<file path="src/rtl/number_digit_serializer.sv">
// Converts a signed binary number to BCD by double-dabble, then streams the
// decimal digits most-significant first with leading zeros suppressed.
module number_digit_serializer #(
    parameter int WIDTH  = 32,
    parameter int DIGITS = 10
) (
    input  logic             Clock,
    input  logic             Reset,
    input  logic             start,
    input  logic [WIDTH-1:0] number,
    input  logic             digit_ready,
    output logic             busy,
    output logic             negative,
    output logic             digit_valid,
    output logic [3:0]       digit,
    output logic             digit_last
);
    localparam int BCD_W = 4 * DIGITS;
    localparam int SC_W  = $clog2(WIDTH + 1);
    localparam int DC_W  = $clog2(DIGITS + 1);

    typedef enum logic [1:0] {IDLE, CONVERT, SKIP, EMIT} state_t;

    state_t           state_q, state_d;
    logic [WIDTH-1:0] mag_q, mag_d;
    logic [BCD_W-1:0] bcd_q, bcd_d;
    logic [SC_W-1:0]  shift_cnt_q, shift_cnt_d;
    logic [DC_W-1:0]  dig_cnt_q, dig_cnt_d;
    logic             negative_q, negative_d;

    // Double-dabble correction: any nibble that would reach >=10 after the shift gets +3.
    function automatic logic [BCD_W-1:0] dabble_adjust(input logic [BCD_W-1:0] b);
        logic [BCD_W-1:0] r;
        r = b;
        for (int i = 0; i < DIGITS; i++) begin
            if (b[4*i +: 4] >= 4'd5) r[4*i +: 4] = b[4*i +: 4] + 4'd3;
        end
        return r;
    endfunction

    always_ff @(posedge Clock) begin
        if (!Reset) begin
            state_q     <= IDLE;
            mag_q       <= '0;
            bcd_q       <= '0;
            shift_cnt_q <= '0;
            dig_cnt_q   <= '0;
            negative_q  <= 1'b0;
        end else begin
            state_q     <= state_d;
            mag_q       <= mag_d;
            bcd_q       <= bcd_d;
            shift_cnt_q <= shift_cnt_d;
            dig_cnt_q   <= dig_cnt_d;
            negative_q  <= negative_d;
        end
    end

    always_comb begin
        state_d     = state_q;
        mag_d       = mag_q;
        bcd_d       = bcd_q;
        shift_cnt_d = shift_cnt_q;
        dig_cnt_d   = dig_cnt_q;
        negative_d  = negative_q;

        unique case (state_q)
            IDLE: begin
                if (start) begin
                    // Two's-complement negate wraps, so the most negative value maps to 2^(WIDTH-1).
                    mag_d       = number[WIDTH-1] ? (~number + WIDTH'(1)) : number;
                    negative_d  = number[WIDTH-1];
                    bcd_d       = '0;
                    shift_cnt_d = SC_W'(WIDTH);
                    state_d     = CONVERT;
                end
            end
            CONVERT: begin
                {bcd_d, mag_d} = {dabble_adjust(bcd_q), mag_q} << 1;
                shift_cnt_d    = shift_cnt_q - SC_W'(1);
                if (shift_cnt_q == SC_W'(1)) begin
                    dig_cnt_d = DC_W'(DIGITS);
                    state_d   = SKIP;
                end
            end
            SKIP: begin
                if (bcd_q[BCD_W-1 -: 4] == 4'd0 && dig_cnt_q > DC_W'(1)) begin
                    bcd_d     = bcd_q << 4;
                    dig_cnt_d = dig_cnt_q - DC_W'(1);
                end else begin
                    state_d = EMIT;
                end
            end
            EMIT: begin
                if (digit_ready) begin
                    if (dig_cnt_q == DC_W'(1)) begin
                        state_d = IDLE;
                    end else begin
                        bcd_d     = bcd_q << 4;
                        dig_cnt_d = dig_cnt_q - DC_W'(1);
                    end
                end
            end
            default: state_d = IDLE;
        endcase
    end

    assign busy        = (state_q != IDLE);
    assign negative    = negative_q;
    assign digit_valid = (state_q == EMIT);
    assign digit       = digit_valid ? bcd_q[BCD_W-1 -: 4] : 4'd0;
    assign digit_last  = digit_valid && (dig_cnt_q == DC_W'(1));

endmodule
</file>
<file path="config.mk">
export PLATFORM = sky130hd
export DESIGN_NAME = number_digit_serializer
export DESIGN_NICKNAME = d
export VERILOG_FILES = /design/src/rtl/number_digit_serializer.sv
export SDC_FILE = /design/constraint.sdc
export NUM_CORES = 1
export LEC_CHECK = 0
export CAP_MARGIN = 20
export CORE_MARGIN = 2
export CORE_UTILIZATION = 25
export CTS_BUF_LIST = sky130_fd_sc_hd__clkbuf_4
export DETAILED_ROUTE_END_ITERATION = 10
export PLACE_DENSITY_LB_ADDON = 0.3
export SLEW_MARGIN = 20
export SYNTH_ARGS = -nofsm -noshare
export SYNTH_HDL_FRONTEND = slang
export SYNTH_SLANG_ARGS = --single-unit
</file>
<file path="constraint.sdc">
create_clock -name Clock -period 2.1 [get_ports Clock]
set_input_delay 0.525 -clock Clock [delete_from_list [all_inputs] [get_ports Clock]]
set_output_delay 0.525 -clock Clock [all_outputs]
set_load 0.01 [all_outputs]
</file>
==> impl_metrics.toml, run 1 <==
[drt]
drt_pass1_iterations = 5
remaining_drc_errors = 0
wl_mm = 15.7
routedWlPerCell_um = 14.3
ant_nets = 0
drtIter0Drc = 281
vias_per_cell = 4.96
vias = 5421

[timing]
max_freq_mhz = 474
fin_hold_ws_ps = 463
tightestPinTransition_ps = 371
skew_ps = 21.8
rsz0062_at_grt = "true"
fin_crit_ps = 2110
fin_crit_sh = 1.00
setup_slack_ps = -9.26
drv_slew = 0
relSlewSlack = 0.751
final.setup.tns_ps = -9.26
hold_viol = 0
setup_viol = 1

[critical_path]
rr_startpoint = "dig_cnt_q[1]"
end_kind = "output pin"
cp_data_arrival_time_ps = 1580
critPathMaxFanout = 3
cp_slowest_cell = "dfxtp_2"
crit_family = "flip-flops"
cp_num_buf_inv = 3
cp_slowest_stage_delay_ps = 360
crit_start = "dig_cnt_q[1]"
required_ps = 1570
start_kind = "flop"
crit_chain = "inv_2, ha_4, nor3b_4, buf_4, and2_4, buf_6"
worst-setup-path-type = "reg2out"

[cts]
holdBufCountCts = 0
clk_latency_ps = 480
root_buffer = "clkbuf_4"
cts_sinks = 85
cts_buffer_depth = 2
clkTransAtPathRegs_ps = 150
cts_buffers = 9
htree_levels = 3
cts_tree = "yes"

[floorplanning]
fp-row-count = 54
chipHeight_um = 154
fp.coreArea_um2 = 22000
die_area_um2 = 23700
ioPinCount = 44
start_util = 0.256
die_w_um = 154

[yosys]
synthCells = 688
synth-edff-count = 0
synth_sequential_area_ratio = 0.303
avgSynthCellArea_um2 = 8.17
syn_area_um2 = 5620
synth_nets = 753
synthFlopType = "dfxtp_1"
synth.distinct_cells = 69
async_reset_ff_frac = 0
yosys_warnings = 0
synth_seq_cells = 85

[power]
p_per_area_nw_per_um2 = 911
total_power_mw = 6.75
peakVddDrop_mv = 0.615
power_leakage_nw = 2.86

[finish]
nNetsFinal = 873
drive_gt1_frac = 0.218
layout_commonest_cell = "buf_4"
fillers = 2344
final_cells = 1094
final_cell_mix = "buf_4 (97), dfxtp_1 (81), a21oi_1 (67)"
area_growth_pct = 31.9

[flow_run]
drv_cap = 0

[status]
status = "complete, but fails checks"
violations = "setup timing"

[worst_hold_path]
hold_class = "reg2reg"
hp-start = "mag_q[3]"

[placed_design]
dp.cells = 1074
place_congestion = 0.785
portBuffers = 43
hpwl_mm = 11.0
place_ws_ps = -630

[global_route]
grt_pass1_wl_mm = 25.7
grt_max_degree = 48
antenna_found_initial = 1
grt_pass1_vias = 5014
grt_usage = 0.131
gr-total-overflow = 0
sequential cells by signal, summed over array words and instances (netlist names):
signal and flops:
negative 1, dig_cnt_q 4, mag_q 32, bcd_q 40, state_q 2, shift_cnt_q 6
logic make-up (layout without fill, tap and decap cells):
family	Yosys count	in the layout	synth area share
compound gates	253	253	0.303
simple gates	193	193	0.181
flops	85	85	0.303
buf+inv	74	199	0.0614
xor+xnor	38	38	0.0592
fa+ha+maj	29	29	0.0646
mux	16	16	0.0289
other cells	0	1	0
worst min-delay path, cell delays in order (launching register included):
cell	delay, ps
dfxtp_1	340
nand2_1	50
a21oi_1	50
power breakdown:
part / internal [mW] / switching (mW)
sequential: 1.96 / 0.221
combinational: 1.57 / 2.00
clock: 0.363 / 0.649
total: 3.89 / 2.87
per-stage QoR:
stage                     utilization  instance area (um2)
after floorplan                     -                 5620
after global placement          0.320                 7040
after detailed placement        0.320                 7040
after CTS                       0.331                 7260
after global routing            0.338                 7410
final                           0.338                 7420
final cells by class:
| class | count | area, um2 | share of cell area |
|---|---|---|---|
| antenna | 1 | 2.50 | 0.000337 |
| clock buffer | 9 | 67.6 | 0.00911 |
| clock inverter | 7 | 73.8 | 0.00995 |
| inverter | 34 | 128 | 0.0172 |
| multi-input combinational | 529 | 3770 | 0.509 |
| sequential | 85 | 1710 | 0.231 |
| tap | 280 | 350 | 0.0472 |
| timing repair buffer | 149 | 1310 | 0.176 |
metal layers:
layer  wire length, um  up-vias  global-route usage
met4               124        0              0.0280
met5                 0        -                   0
li1                  -     2799                   -
met3               504       10              0.0262
met2              7040       85               0.212
met1              8030     2527               0.180
synth_stat cells (all sizes together) (2+ instances only):
master,instances,area (um2)
a221o,2,20.0
a2111o,2,22.5
nand3,14,70.1
o21a,4,30.0
a31oi,5,31.3
o21ba,3,30.0
a2111oi,2,23.8
and2,6,37.5
nand2b,11,68.8
nor4,9,68.8
nor3b,12,95.1
nand4,2,12.5
o2bb2ai,15,131
nor3,10,50.1
nor2b,9,56.3
a21o,3,22.5
a21oi,68,340
xor2,21,184
buf,4,42.5
o211a,2,20.0
a22oi,24,180
o21ai,49,245
or3,8,50.1
a211o,2,17.5
clkbuf,36,175
o31ai,17,138
o22ai,9,56.3
o41ai,5,51.3
and3,7,45.1
dfxtp,85,1700
inv,34,128
nand2,54,203
xnor2,17,149
a211oi,13,97.6
o211ai,10,75.1
mux2i,14,140
a32oi,9,78.8
ha,29,363
or4,7,56.3
nor2,38,145
nand4b,2,17.5
mux2,2,22.5
timing repair:
action                                  in CTS  in global routing
pin swaps                                    8                 15
endpoints found under the setup margin      34                 63
buffers inserted                             1                  1
cloned                                       0                  1
gates resized for setup                     38                 43
path summary, 6_finish.rpt:
check,end,slack [ps],cells after the start
setup / recovery,digit_last,-9,6
hold / removal,mag_q[3],460,2
hold reg to reg,mag_q[3],460,2
setup reg to reg,bcd_q[38],50,10
Power figures use the tool's default switching activity.
==> inputs of run 2 (changes only) <==
- CORE_UTILIZATION: 25 -> 35
==> run 2 against run 1 <==
The flow now finishes without violations; critical path depth unchanged; worst setup slack improved by 22 ps; critical path type unchanged; largest cell class unchanged; global-route usage increased by 5.7 points.
==> impl_metrics.toml, run 2 (synthesis gave the netlist of run 1 again) <==
[timing]
drv_slew = 0
relSlewSlack = 0.607
fin_crit_ps = 2090
setup_slack_ps = 13.0
setup_viol = 0
hold_viol = 0
max_freq_mhz = 479
rsz0062_at_grt = "true"
skew_ps = 23.6
fin_crit_sh = 0.994
tightestPinTransition_ps = 589

[drt]
vias_per_cell = 5.42
drt_pass1_iterations = 4
vias = 5569
routedWlPerCell_um = 15.1
drtIter0Drc = 214
wl_mm = 15.5
ant_nets = 0
remaining_drc_errors = 0

[floorplanning]
fp.coreArea_um2 = 15800
die_w_um = 131
die_area_um2 = 17100
fp-row-count = 46
start_util = 0.356
chipHeight_um = 131
ioPinCount = 44

[flow_run]
drv_cap = 0

[power]
pwr-share-comb = 0.524
seq_power_share = 0.332
power_leakage_nw = 2.86
p_int_mw = 3.79
p_per_area_nw_per_um2 = 896
p_clk_frac = 0.144
peakVddDrop_mv = 0.604
swShare = 0.422
power.switching_mw = 2.76

[cts]
cts_buffers = 9
root_buffer = "clkbuf_4"
clk_latency_ps = 470
cts_buffer_depth = 2
htree_levels = 3
cts_sinks = 85
cts_tree = "yes"
clkTransAtPathRegs_ps = 130

[finish]
layout_commonest_cell = "buf_4"
drive_gt1_frac = 0.207
regMostFlops = "bcd_q"
nNetsFinal = 872
largest_reg_flops = 40
final_cells = 1027
area_growth_pct = 30.0
largestRegisters = "bcd_q (40), mag_q (32), shift_cnt_q (6)"
num_antenna_cells = 0
final_cell_mix = "buf_4 (98), dfxtp_1 (81), a21oi_1 (68)"

[placed_design]
place_ws_ps = -656
hpwl_mm = 11.2
portBuffers = 43
place_congestion = 0.848
dp.cells = 1002

[global_route]
antenna_found_initial = 0
grt_pass1_vias = 5613
grt_max_degree = 41
grt_pass1_wl_mm = 26.1
gr-total-overflow = 0
grt_usage = 0.188

[worst_hold_path]
hold_path_depth = 2
hold_class = "reg2reg"

[critical_path]
reg2reg_depth = 9
cp_data_arrival_time_ps = 1560
critPathMaxFanout = 3
end_kind = "output pin"
required_ps = 1570
start_kind = "flop"
worst-setup-path-type = "reg2out"

[status]
status = "complete, no violations"
==> run 2: worst paths after layout <==
check / from / to / slack [ps]
setup / recovery: dig_cnt_q[1] / digit_last / 10
hold / removal: mag_q[2] / mag_q[2] / 460
setup reg to reg: dig_cnt_q[0] / bcd_q[12] / 40
hold reg to reg: mag_q[2] / mag_q[2] / 460
==> run 2: layout make-up <==
type                    count  area, um2
well taps                 216        270
clock inverters             6       63.8
clock buffers               9       67.6
multi-input cells         529       3780
repair buffers            148       1290
fillers                  1558       8470
flip-flops and latches     85       1710
inverters                  34        128
==> run 2: power groups by stage <==
stage	clock (mW)	sequential, mW	combinational (mW)
after floorplan	0	2.13	1.91
after detailed placement	0	2.18	3.23
after global placement	0	2.16	3.15
after global routing	1.04	2.22	3.76
after CTS	0.986	2.17	3.30
final	0.943	2.17	3.43
==> run 2: critical path: stages (launching register included) <==
cell,delay [ps]
dfxtp_2,350
inv_2,50
ha_4,150
nor3b_2,150
buf_4,150
and2_4,150
buf_6,110
==> run 2: repair_timing <==
item / 4_1_cts / 5_1_grt
setup buffers: 4 / 6
setup endpoints to repair: 12 / 54
gates resized for setup: 39 / 28
gates cloned: 0 / 0
pin swaps: 9 / 19
hold buffers: 0 / 0
==> run 2: layer usage <==
metal / wire length (um) / track usage / vias up / part of all wire
li1: - / - / 2792 / -
met1: 6860 / 0.225 / 2639 / 0.44
met2: 7850 / 0.340 / 112 / 0.51
met3: 548 / 0.0257 / 26 / 0.035
met4: 289 / 0.0745 / 0 / 0.019
met5: 0 / 0 / - / 0
==> run 2: metrics by stage <==
stage / util / hold WS (ps) / instance area (um2) / setup TNS (ps) / power, mW
6_report: 0.463 / 461 / 7300 / 0 / 6.55
5_1_grt: 0.463 / 487 / 7300 / -478 / 7.02
4_1_cts: 0.451 / 464 / 7110 / -24.4 / 6.45
3_5_place_dp: 0.436 / 445 / 6880 / -17040 / 5.41
3_3_place_gp: 0.436 / 441 / 6880 / -14680 / 5.32
2_1_floorplan: - / 429 / 5620 / -257 / 4.04
==> inputs of run 3 (changes only) <==
- SETUP_SLACK_MARGIN: not set -> 0.2
==> run 3 against run 2 <==
Combinational power grew 31%; count of clock-buffer cells in the layout grew 3; non-clock buffer count grew 22; highest routed layer unchanged.
==> impl_metrics.toml, run 3 (synthesis gave the netlist of run 1 again) <==
[finish]
largestRegisters = "bcd_q (40), mag_q (32), shift_cnt_q (6)"
nNetsFinal = 895
utilization = 0.509
area_growth_pct = 42.8
regMostFlops = "bcd_q"
num_antenna_cells = 0
largest_reg_flops = 40
final_cell_mix = "buf_4 (96), dfxtp_1 (80), a21oi_1 (63)"
fin_area_um2 = 8030
drive_gt1_frac = 0.324
layout_commonest_cell = "buf_4"

[global_route]
gr-total-overflow = 0
grt_usage = 0.195
grt_pass1_vias = 5669
grt_max_degree = 36
antenna_found_initial = 0
grt_pass1_wl_mm = 26.8

[placed_design]
portBuffers = 43
place_congestion = 0.865
placed_cell_area_um2 = 6930
hpwl_mm = 11.6

[timing]
hold_viol = 0
fin_crit_sh = 0.983
setup_viol = 0
relSlewSlack = 0.720
tightestPinTransition_ps = 418
final.setup.tns_ps = 0
skew_ps = 9.02
rsz0062_at_grt = "true"
drv_slew = 0
fin_crit_ps = 2060
max_freq_mhz = 485
fin_hold_ws_ps = 459

[cts]
cts_tree = "yes"
cts_buffers = 9
clkTransAtPathRegs_ps = 130
root_buffer = "clkbuf_4"
cts_buffer_depth = 2
htree_levels = 3
clk_latency_ps = 460
cts_sinks = 85

[critical_path]
cp_slowest_stage_delay_ps = 360
crit_start = "dig_cnt_q[1]"
end_kind = "output pin"
cp_data_arrival_time_ps = 1540
start_kind = "flop"
crit_family = "flip-flops"
cp_slowest_cell = "dfxtp_2"
worst-setup-path-type = "reg2out"
critPathMaxFanout = 3
r2r_setup_slack_ps = 80
crit_chain = "inv_4, ha_4, nor3b_4, buf_6, and2_4, buf_6"
cp_num_buf_inv = 3
rr_startpoint = "dig_cnt_q[1]"
crit_top_cell = "buf_6"
required_ps = 1570

[power]
power_leakage_nw = 3.10
p_per_area_nw_per_um2 = 937
peakVddDrop_mv = 0.597

[worst_hold_path]
hold_class = "reg2reg"
hp-start = "negative"

[drt]
routedWlPerCell_um = 16.2
drtIter0Drc = 297
wl_mm = 17.0
ant_nets = 0
drt_pass1_iterations = 4
vias_per_cell = 5.49
remaining_drc_errors = 0
vias = 5765

[flow_run]
drv_cap = 0

[floorplanning]
ioPinCount = 44
fp.coreArea_um2 = 15800
fp-row-count = 46
chipHeight_um = 131
die_w_um = 131
start_util = 0.356
die_area_um2 = 17100

[status]
status = "complete, no violations"
-- run 3: layer usage --
| metal | global-route usage | routed length [um] |
|---|---|---|
| met4 | 0.0632 | 334 |
| met1 | 0.233 | 7170 |
| met3 | 0.0460 | 772 |
| met2 | 0.344 | 8710 |
| met5 | 0 | 0 |
-- run 3: power by group --
| part | switching, mW | internal, mW |
|---|---|---|
| combinational | 2.44 | 2.04 |
| clock | 0.569 | 0.271 |
| sequential | 0.239 | 1.96 |
| total | 3.25 | 4.27 |
-- run 3: tightest hold or removal path: cells and delay by family (launching register included) --
family,cells,cell delay (ps)
simple gates,1,50
compound gates,1,50
flops,1,330
-- run 3: through the flow --
step,std cells,worst slack (ps),total power [mW]
2_1_floorplan,688,-89.8,4.09
3_3_place_gp,1009,-599,5.38
3_5_place_dp,1009,-602,5.48
4_1_cts,1033,-16.6,6.54
5_1_grt,1050,-60.2,8.00
6_report,1050,36.5,7.52
-- run 3: final cells by class --
cell class,count,area (um2)
Fill cell,1502,7740
Inverter,34,135
Clock inverter,3,13.8
Multi-Input combinational cell,530,4260
Sequential cell,85,1710
Timing Repair Buffer,170,1540
Tap cell,216,270
Clock buffer,12,90.1
-- run 3: repair_timing --
action                                 in CTS  in global routing
cloned                                      0                  3
hold buffers                                0                  0
setup endpoints to repair                  76                 73
endpoints found under the hold margin       0                  0
pin swaps                                  28                 45
buffers inserted                            9                 14
resized for setup                         107                126
-- run 3: path summary, 6_finish.rpt --
check | end | cells past startpoint
min reg2reg | negative | 2
min | negative | 2
max | digit_last | 6
max reg2reg | bcd_q[12] | 10
